### config.mk
export PLATFORM = sky130hd
export DESIGN_NAME = truth_table_sweeper_flat
export DESIGN_NICKNAME = d
export VERILOG_FILES = /design/src/rtl/sweep_pkg.sv /design/src/rtl/truth_table_sweeper_if.sv /design/src/rtl/sweep_settle_timer.sv /design/src/rtl/truth_table_sweeper.sv /design/src/flat_wrapper.sv
export SDC_FILE = /design/constraint.sdc
export NUM_CORES = 1
export LEC_CHECK = 0
export ABC_AREA = 1
export ABC_CLOCK_PERIOD_IN_PS = 2600
export CORE_MARGIN = 4
export CORE_UTILIZATION = 35
export CTS_CLUSTER_DIAMETER = 50
export DETAILED_ROUTE_END_ITERATION = 16
export SYNTH_ARGS = -nofsm -noshare
export SYNTH_HDL_FRONTEND = slang
export SYNTH_SLANG_ARGS = --single-unit
export TNS_END_PERCENT = 100
### constraint.sdc
create_clock -name clk -period 2.6 [get_ports clk]
set_input_delay 0.52 -clock clk [delete_from_list [all_inputs] [get_ports clk]]
set_output_delay 0.52 -clock clk [all_outputs]
set_load 0.05 [all_outputs]
### src/rtl/sweep_pkg.sv
// Shared types and sizing helpers for the truth-table sweeper and related sampling controllers.
package sweep_pkg;

  typedef enum logic [1:0] {
    StIdle,
    StApply,
    StCapture,
    StFinish
  } state_e;

  function automatic int unsigned depth_of(input int unsigned n);
    return 32'd1 << n;
  endfunction

  // Minterm count reaches 2**n inclusive, so it needs one bit more than the input vector.
  function automatic int unsigned popcount_width(input int unsigned n);
    return n + 32'd1;
  endfunction

  localparam int unsigned N_IN_DEFAULT = 3;
  localparam int unsigned DEPTH = depth_of(N_IN_DEFAULT);

endpackage

### src/rtl/truth_table_sweeper_if.sv
// Control/result bundle between a sweep requester (master) and the sweeper (slave).
interface truth_table_sweeper_if
  import sweep_pkg::*;
#(
  parameter int unsigned N_IN = 3
);
  logic                        start;
  logic                        abort;
  logic                        busy;
  logic                        done;
  logic [depth_of(N_IN)-1:0]   table_out;
  logic [popcount_width(N_IN)-1:0] ones_count;
  logic                        is_const0;
  logic                        is_const1;

  modport master (
    output start, abort,
    input  busy, done, table_out, ones_count, is_const0, is_const1
  );

  modport slave (
    input  start, abort,
    output busy, done, table_out, ones_count, is_const0, is_const1
  );
endinterface

### src/rtl/sweep_settle_timer.sv
// Loadable down-counter that stops at zero; zero flags that the held vector has settled.
module sweep_settle_timer #(
  parameter int unsigned W = 1
) (
  input  logic         clk,
  input  logic         rst_n,
  input  logic         load,
  input  logic         en,
  input  logic [W-1:0] load_val,
  output logic         zero
);

  logic [W-1:0] cnt_q, cnt_d;

  always_comb begin
    cnt_d = cnt_q;
    if (load) begin
      cnt_d = load_val;
    end else if (en && (cnt_q != '0)) begin
      cnt_d = cnt_q - 1'b1;
    end
  end

  always_ff @(posedge clk) begin
    if (!rst_n) begin
      cnt_q <= '0;
    end else begin
      cnt_q <= cnt_d;
    end
  end

  assign zero = (cnt_q == '0);

endmodule

### src/rtl/truth_table_sweeper.sv
// Walks every input vector of an N_IN-input function, captures its output into a truth table
// and reports minterm count plus constant-0/constant-1 flags.
module truth_table_sweeper
  import sweep_pkg::*;
#(
  parameter int unsigned N_IN          = 3,
  parameter int unsigned SETTLE_CYCLES = 1
) (
  input  logic                   clk,
  input  logic                   rst_n,
  truth_table_sweeper_if.slave   ctl,
  output logic [N_IN-1:0]        fn_in,
  input  logic                   fn_out
);

  localparam int unsigned Depth = depth_of(N_IN);
  localparam int unsigned Cw    = popcount_width(N_IN);
  localparam int unsigned Tw    = (SETTLE_CYCLES > 1) ? $clog2(SETTLE_CYCLES) : 1;

  state_e          state_q, state_d;
  logic [N_IN:0]   idx_q, idx_d;
  logic [N_IN-1:0] fn_q, fn_d;
  logic [Depth-1:0] tbl_q, tbl_d;
  logic [Cw-1:0]   ones_q, ones_d;
  logic            c0_q, c0_d, c1_q, c1_d, done_q, done_d;
  logic            tmr_load, tmr_en, tmr_zero;

  sweep_settle_timer #(
    .W(Tw)
  ) u_settle (
    .clk      (clk),
    .rst_n    (rst_n),
    .load     (tmr_load),
    .en       (tmr_en),
    .load_val (Tw'(SETTLE_CYCLES - 1)),
    .zero     (tmr_zero)
  );

  always_comb begin
    state_d  = state_q;
    idx_d    = idx_q;
    fn_d     = fn_q;
    tbl_d    = tbl_q;
    ones_d   = ones_q;
    c0_d     = c0_q;
    c1_d     = c1_q;
    done_d   = 1'b0;
    tmr_load = 1'b0;
    tmr_en   = 1'b0;
    unique case (state_q)
      StIdle: begin
        if (ctl.start) begin
          tbl_d    = '0;
          ones_d   = '0;
          c0_d     = 1'b0;
          c1_d     = 1'b0;
          idx_d    = '0;
          fn_d     = '0;
          tmr_load = 1'b1;
          state_d  = StApply;
        end
      end
      StApply: begin
        if (ctl.abort) begin
          fn_d    = '0;
          state_d = StIdle;
        end else if (tmr_zero) begin
          state_d = StCapture;
        end else begin
          tmr_en = 1'b1;
        end
      end
      StCapture: begin
        // Abort beats the sample: the current vector is never written.
        if (ctl.abort) begin
          fn_d    = '0;
          state_d = StIdle;
        end else begin
          tbl_d[idx_q[N_IN-1:0]] = fn_out;
          ones_d = ones_q + Cw'(fn_out);
          if (idx_q == (N_IN + 1)'(Depth - 1)) begin
            state_d = StFinish;
          end else begin
            idx_d    = idx_q + 1'b1;
            fn_d     = idx_d[N_IN-1:0];
            tmr_load = 1'b1;
            state_d  = StApply;
          end
        end
      end
      StFinish: begin
        done_d  = 1'b1;
        c0_d    = (ones_q == '0);
        c1_d    = (ones_q == Cw'(Depth));
        fn_d    = '0;
        state_d = StIdle;
      end
    endcase
  end

  always_ff @(posedge clk) begin
    if (!rst_n) begin
      state_q <= StIdle;
      idx_q   <= '0;
      fn_q    <= '0;
      tbl_q   <= '0;
      ones_q  <= '0;
      c0_q    <= 1'b0;
      c1_q    <= 1'b0;
      done_q  <= 1'b0;
    end else begin
      state_q <= state_d;
      idx_q   <= idx_d;
      fn_q    <= fn_d;
      tbl_q   <= tbl_d;
      ones_q  <= ones_d;
      c0_q    <= c0_d;
      c1_q    <= c1_d;
      done_q  <= done_d;
    end
  end

  assign fn_in          = fn_q;
  assign ctl.busy       = (state_q == StApply) || (state_q == StCapture);
  assign ctl.done       = done_q;
  assign ctl.table_out  = tbl_q;
  assign ctl.ones_count = ones_q;
  assign ctl.is_const0  = c0_q;
  assign ctl.is_const1  = c1_q;

endmodule

### src/flat_wrapper.sv
// flat-port wrapper written by rule: the top's interface ports become plain ports
module truth_table_sweeper_flat import sweep_pkg::*;
#(
  parameter int unsigned N_IN          = 3,
  parameter int unsigned SETTLE_CYCLES = 1
)
  (clk, rst_n, fn_in, fn_out, ctl_start, ctl_abort, ctl_busy, ctl_done, ctl_table_out, ctl_ones_count, ctl_is_const0, ctl_is_const1);
  truth_table_sweeper_if #(.N_IN(N_IN)) ctl_i ();
  input  logic clk;
  input  logic rst_n;
  output logic [N_IN-1:0] fn_in;
  input  logic fn_out;
  input wire logic [$bits(ctl_i.start)-1:0] ctl_start;
  input wire logic [$bits(ctl_i.abort)-1:0] ctl_abort;
  output wire logic [$bits(ctl_i.busy)-1:0] ctl_busy;
  output wire logic [$bits(ctl_i.done)-1:0] ctl_done;
  output wire logic [$bits(ctl_i.table_out)-1:0] ctl_table_out;
  output wire logic [$bits(ctl_i.ones_count)-1:0] ctl_ones_count;
  output wire logic [$bits(ctl_i.is_const0)-1:0] ctl_is_const0;
  output wire logic [$bits(ctl_i.is_const1)-1:0] ctl_is_const1;
  assign ctl_i.start = ctl_start;
  assign ctl_i.abort = ctl_abort;
  assign ctl_busy = ctl_i.busy;
  assign ctl_done = ctl_i.done;
  assign ctl_table_out = ctl_i.table_out;
  assign ctl_ones_count = ctl_i.ones_count;
  assign ctl_is_const0 = ctl_i.is_const0;
  assign ctl_is_const1 = ctl_i.is_const1;
  truth_table_sweeper #(.N_IN(N_IN), .SETTLE_CYCLES(SETTLE_CYCLES)) u_core (.clk(clk), .rst_n(rst_n), .ctl(ctl_i), .fn_in(fn_in), .fn_out(fn_out));
endmodule
==> results of run 1 <==
==> registers in the layout (all words and copies together) (netlist names) <==
| signal | cells |
|---|---|
| u_core.state_q | 2 |
| u_core.fn_in | 3 |
| u_core.idx_q | 4 |
| u_core.ctl.is_const1 | 1 |
| u_core.u_settle.cnt_q | 1 |
| u_core.ctl.ones_count | 4 |
| u_core.ctl.done | 1 |
| u_core.ctl.is_const0 | 1 |
| u_core.ctl.table_out | 8 |
==> worst paths after layout <==
check | slack [ns] | depth (start not counted) | end | startpoint
worst max-delay path | 0.30 | 3 | ctl_busy | u_core.state_q[1]$_SDFFE_PN0P_
worst min-delay path | 0.47 | 2 | u_core.ctl.table_out[7]$_SDFFE_PN0P_ | u_core.ctl.table_out[7]$_SDFFE_PN0P_
worst max register to register | 0.80 | 9 | u_core.fn_in[2]$_SDFFE_PN0P_ | u_core.state_q[0]$_SDFFE_PN0P_
worst min register to register | 0.47 | 2 | u_core.ctl.table_out[7]$_SDFFE_PN0P_ | u_core.ctl.table_out[7]$_SDFFE_PN0P_
==> kinds of logic (layout without fill, tap and decap cells) <==
logic type               Yosys count  in the layout  synth area share
buffers and inverters             30             54            0.0885
AND/OR/NAND/NOR                  114            114             0.381
AO/OA/AOI/OAI                     23             23            0.0857
XOR/XNOR                           1              1           0.00652
flip-flops                        25             25             0.373
adder cells (fa/ha/maj)            7              7            0.0652
==> power groups by stage <==
stage               clock [mW]  sequential, mW  combinational (mW)
floorplan                    0           0.434              0.0910
global placement             0           0.407               0.166
detailed placement           0           0.407               0.165
CTS                      0.249           0.399               0.166
global route             0.264           0.400               0.184
finish                   0.236           0.399               0.165
==> synth_stat cells (all sizes together) <==
| master | count |
|---|---|
| nand3b | 8 |
| nand4 | 5 |
| nand2 | 66 |
| nor3 | 1 |
| buf | 4 |
| ha | 7 |
| dfxtp | 25 |
| inv | 24 |
| clkbuf | 2 |
| a21oi | 18 |
| xor2 | 1 |
| nand3 | 16 |
| o21ai | 5 |
| nor2 | 18 |
==> layer usage <==
| layer | routed length [um] | track usage | vias to the layer above |
|---|---|---|---|
| li1 | - | - | 684 |
| met1 | 1510 | 0.177 | 571 |
| met2 | 1270 | 0.197 | 16 |
| met3 | 80 | 0.0302 | 5 |
| met4 | 35 | 0.0468 | 0 |
| met5 | 0 | 0 | - |
==> per-stage QoR <==
step	utilization	instance area (um^2)	setup WS (ns)
2_1_floorplan	-	1340	1.13
3_3_place_gp	0.441	1630	0.585
3_5_place_dp	0.441	1630	0.555
4_1_cts	0.454	1670	0.278
5_1_grt	0.454	1670	0.210
6_report	0.454	1670	0.296
==> critical path, cell delays in order, from the launching register on <==
cell and delay [ns]:
dfxtp_1 0.38, inv_1 0.08, ha_1 0.27, clkdlybuf4s50_1 0.79
==> final cells by class <==
| class | count | area share |
|---|---|---|
| well taps | 48 | 0.0359 |
| inverters | 24 | 0.0539 |
| clock buffers | 3 | 0.0247 |
| flip-flops and latches | 25 | 0.299 |
| multi-input cells | 145 | 0.432 |
| repair buffers | 26 | 0.151 |
| clock inverters | 1 | 0.00299 |
==> results.yml, run 1 <==
pwr:
  ir_drop_v: 0.000334
  power_density_mw_per_mm2: 478
  p_switching_mw: 0.245
  combPwrFrac: 0.206
  power_frac_seq: 0.498
  p_total_mw: 0.800
  clock_power_share: 0.295
  intPower_mw: 0.555
  switching_share: 0.306
  power_leakage_nw: 0.699
setup_path:
  cp_max_fo: 4
  cp-start-kind: "flip-flop"
  end_kind: "output pin"
  crit_required_ns: 2.08
  crit_arrival_ns: 1.78
  worstSetupPathType: "reg -> out"
floorplanning:
  fp.dieH_um: 69.9
  design.core.area_mm2: 0.00369
  design.die.area_mm2: 0.00489
  rows: 22
  initial_utilization: 0.364
  io_pins: 24
  die_w_um: 69.9
cells_and_area:
  n_fill_cell: 388
  drive_above_1_share: 0.0625
  final_common_cell: "nand2_1"
  synthToLayoutAreaGrowth_pct: 24.6
  layoutNonFillerInstCount: 272
  antennaDiodeCount: 0
  final_cell_mix: "nand2_1, dfxtp_1, clkdlybuf4s50_1"
  multi_input_area_um2: 723
  regArea_um2: 500
  final_nets: 237
sta:
  finalSetupViolations: 0
  finalHoldViolCount: 0
  fin_crit_ns: 2.30
  finalCritPeriodShare: 0.886
  finalMaxSlewViolations: 0
  finClkSkew_ns: 0.00976
  holdWs_ns: 0.465
  max_freq_ghz: 0.434
  worst_pin_slew_ns: 0.558
  rsz0062_at_grt: "no"
  slew_headroom: 0.628
  tns_ns: 0
cts:
  holdBufCountCts: 0
  cts_tree: "yes"
  cts_buffer_depth: 2
  root_buffer: "clkbuf_8"
  cts_resized: 0
  clock_latency_ns: 0.27
  numCtsBuffers: 3
  htree_levels: 1
  cts_setup_buffers: 0
  path_clk_slew_ns: 0.09
  cts_sinks: 25
detailed_routing:
  drt_iter0_drc: 101
  ant_nets: 0
  vias: 1276
  viasPerCell: 4.69
  dr.pass1.iters: 4
  drcViolationCount: 0
  drt_wl_total_um: 2890
  wl_per_cell_um: 10.6
global_route:
  grt_pass1_wl_um: 5260
  antenna_found_initial: 0
  grt-ovfl-total: 0
  grt_usage: 0.129
  grt_pass1_vias: 1204
  grt_max_degree: 15
job:
  cap_violations: 0
yosys:
  synthesis.area_mm2: 0.00134
  syn_avg_cell_area_um2: 6.71
  seq_area_frac_synth: 0.373
  ys_seq_elements: 25
  yosysUniqueCellTypes: 21
  synth.top_cell.area_share: 0.373
  synthTopCellsByArea: "dfxtp_1, nand2_1, a21oi_1"
  syn_inst: 200
  yosys.area.top_type: "dfxtp_1"
  syn-num-nets: 212
  yosys_warnings: 0
min_path:
  hold_class: "reg -> reg"
placed_design:
  dp.cells: 268
  post-dp-hpwl_um: 2110
  io_buffers: 23
  globalplace.congestion: 0.818
outcome:
  status: "finished clean"
(Power assumes the default switching activity.)
==> inputs of run 2 (changes only) <==
- ABC_CLOCK_PERIOD_IN_PS: 2600 -> default
- SETUP_SLACK_MARGIN: default -> 0.4
- SLEW_MARGIN: default -> 20
==> results.yml, run 2 (synthesized netlist as in run 1, its figures left out) <==
outcome:
  status: "finished clean"
setup_path:
  end_kind: "output pin"
  crit_required_ns: 2.08
  reg2reg_slack_ns: 0.80
  worst-path-buf-inv: 1
  cp-start-kind: "flip-flop"
  slowest_delay_ns: 0.84
  r2r_cells: 9
  crit_arrival_ns: 1.55
  cp_max_fo: 5
  cp_top_family: "buffers and inverters"
  r2r-end: "u_core.fn_in[2]$_SDFFE_PN0P_"
  crit_chain: "clkdlybuf4s50_1"
  worstSetupPathType: "reg -> out"
  rr_startpoint: "u_core.state_q[0]$_SDFFE_PN0P_"
  cp_slowest_cell: "clkdlybuf4s50_1"
sta:
  finalSetupViolations: 0
  finalCritPeriodShare: 0.795
  holdWs_ns: 0.465
  fin_crit_ns: 2.07
  slew_headroom: 0.628
  max_freq_ghz: 0.484
  worst_slack_ns: 0.533
  tns_ns: 0
  finalMaxSlewViolations: 0
  finalHoldViolCount: 0
  worst_pin_slew_ns: 0.558
  rsz0062_at_grt: "no"
  finClkSkew_ns: 0.00970
floorplanning:
  design.core.area_mm2: 0.00369
  fp.dieH_um: 69.9
  rows: 22
  io_pins: 24
  design.die.area_mm2: 0.00489
  die_w_um: 69.9
  initial_utilization: 0.364
global_route:
  antenna_found_initial: 0
  grt_max_degree: 15
  grt_pass1_wl_um: 5260
  grt_pass1_vias: 1204
  grt_usage: 0.129
  grt-ovfl-total: 0
cts:
  htree_levels: 1
  holdBufCountCts: 0
  cts_buffer_depth: 2
  cts_setup_buffers: 0
  path_clk_slew_ns: 0.09
  root_buffer: "clkbuf_8"
  cts_tree: "yes"
  cts_sinks: 25
  numCtsBuffers: 3
  clock_latency_ns: 0.27
cells_and_area:
  final_cell_mix: "nand2_1, dfxtp_1, inv_1, clkdlybuf4s50_1, a21oi_1"
  drive_above_1_share: 0.0625
  largest_reg_flops: 8
  synthToLayoutAreaGrowth_pct: 24.5
  final_nets: 237
  antennaDiodeCount: 0
  final_common_cell: "nand2_1"
detailed_routing:
  dr.pass1.iters: 4
  vias: 1275
  wl_per_cell_um: 10.6
  drcViolationCount: 0
  viasPerCell: 4.69
  drt_iter0_drc: 99
  drt_wl_total_um: 2900
  ant_nets: 0
placed_design:
  place_ws_ns: 0.555
  post-dp-hpwl_um: 2110
  globalplace.congestion: 0.818
  io_buffers: 23
min_path:
  hold_depth: 2
  hold_class: "reg -> reg"
  hold-path-endpoint: "u_core.ctl.table_out[7]$_SDFFE_PN0P_"
  hold_start: "u_core.ctl.table_out[7]$_SDFFE_PN0P_"
pwr:
  power_density_mw_per_mm2: 477
  ir_drop_v: 0.000334
  power_leakage_nw: 0.702
job:
  cap_violations: 0
==> run 2: worst max-delay path by stage <==
stage	start	endpoint	depth (start not counted)
detailed placement	fn_out	u_core.ctl.ones_count[2]$_SDFFE_PN0P_	6
floorplan	u_core.state_q[1]$_SDFFE_PN0P_	ctl_busy	2
global placement	fn_out	u_core.ctl.ones_count[2]$_SDFFE_PN0P_	6
CTS	u_core.ctl.ones_count[2]$_SDFFE_PN0P_	ctl_ones_count[2]	1
global route	u_core.ctl.ones_count[2]$_SDFFE_PN0P_	ctl_ones_count[2]	1
finish	u_core.ctl.ones_count[2]$_SDFFE_PN0P_	ctl_ones_count[2]	1
==> run 2: final cells by class <==
cell class | count | area (um^2)
inverters | 24 | 90.1
well taps | 48 | 60.1
repair buffers | 26 | 251
clock buffers | 3 | 41.3
clock inverters | 1 | 5.00
fillers | 389 | 2020
flip-flops and latches | 25 | 500
multi-input cells | 145 | 723
==> run 2: layer usage <==
metal  up-vias  wire [um]  GRT usage
met1       570       1510      0.177
li1        684          -          -
met5         -          0          0
met4         0         35     0.0468
met3         5         80     0.0302
met2        16       1270      0.197
==> run 2: per-stage QoR <==
step	utilization	cells	power (mW)	instance area, um^2
global route	0.453	272	0.846	1670
global placement	0.441	268	0.573	1630
detailed placement	0.441	268	0.573	1630
floorplan	-	200	0.524	1340
finish	0.453	272	0.798	1670
CTS	0.453	272	0.812	1670
==> run 2: timing repair <==
item | in CTS | in global routing
hold endpoints to repair | 0 | 0
resized for setup | 1 | 0
setup endpoints to repair | 1 | 0
==> run 2: worst min-delay path, cell delays in order, from the launching register on <==
cell and delay, ns:
dfxtp_1 0.32, nand2_1 0.06, a21oi_1 0.05
==> run 2: report_power, final <==
part | switching, mW | internal (mW)
Sequential | 0.00573 | 0.393
Combinational | 0.110 | 0.0535
Clock | 0.129 | 0.107
Total | 0.244 | 0.554
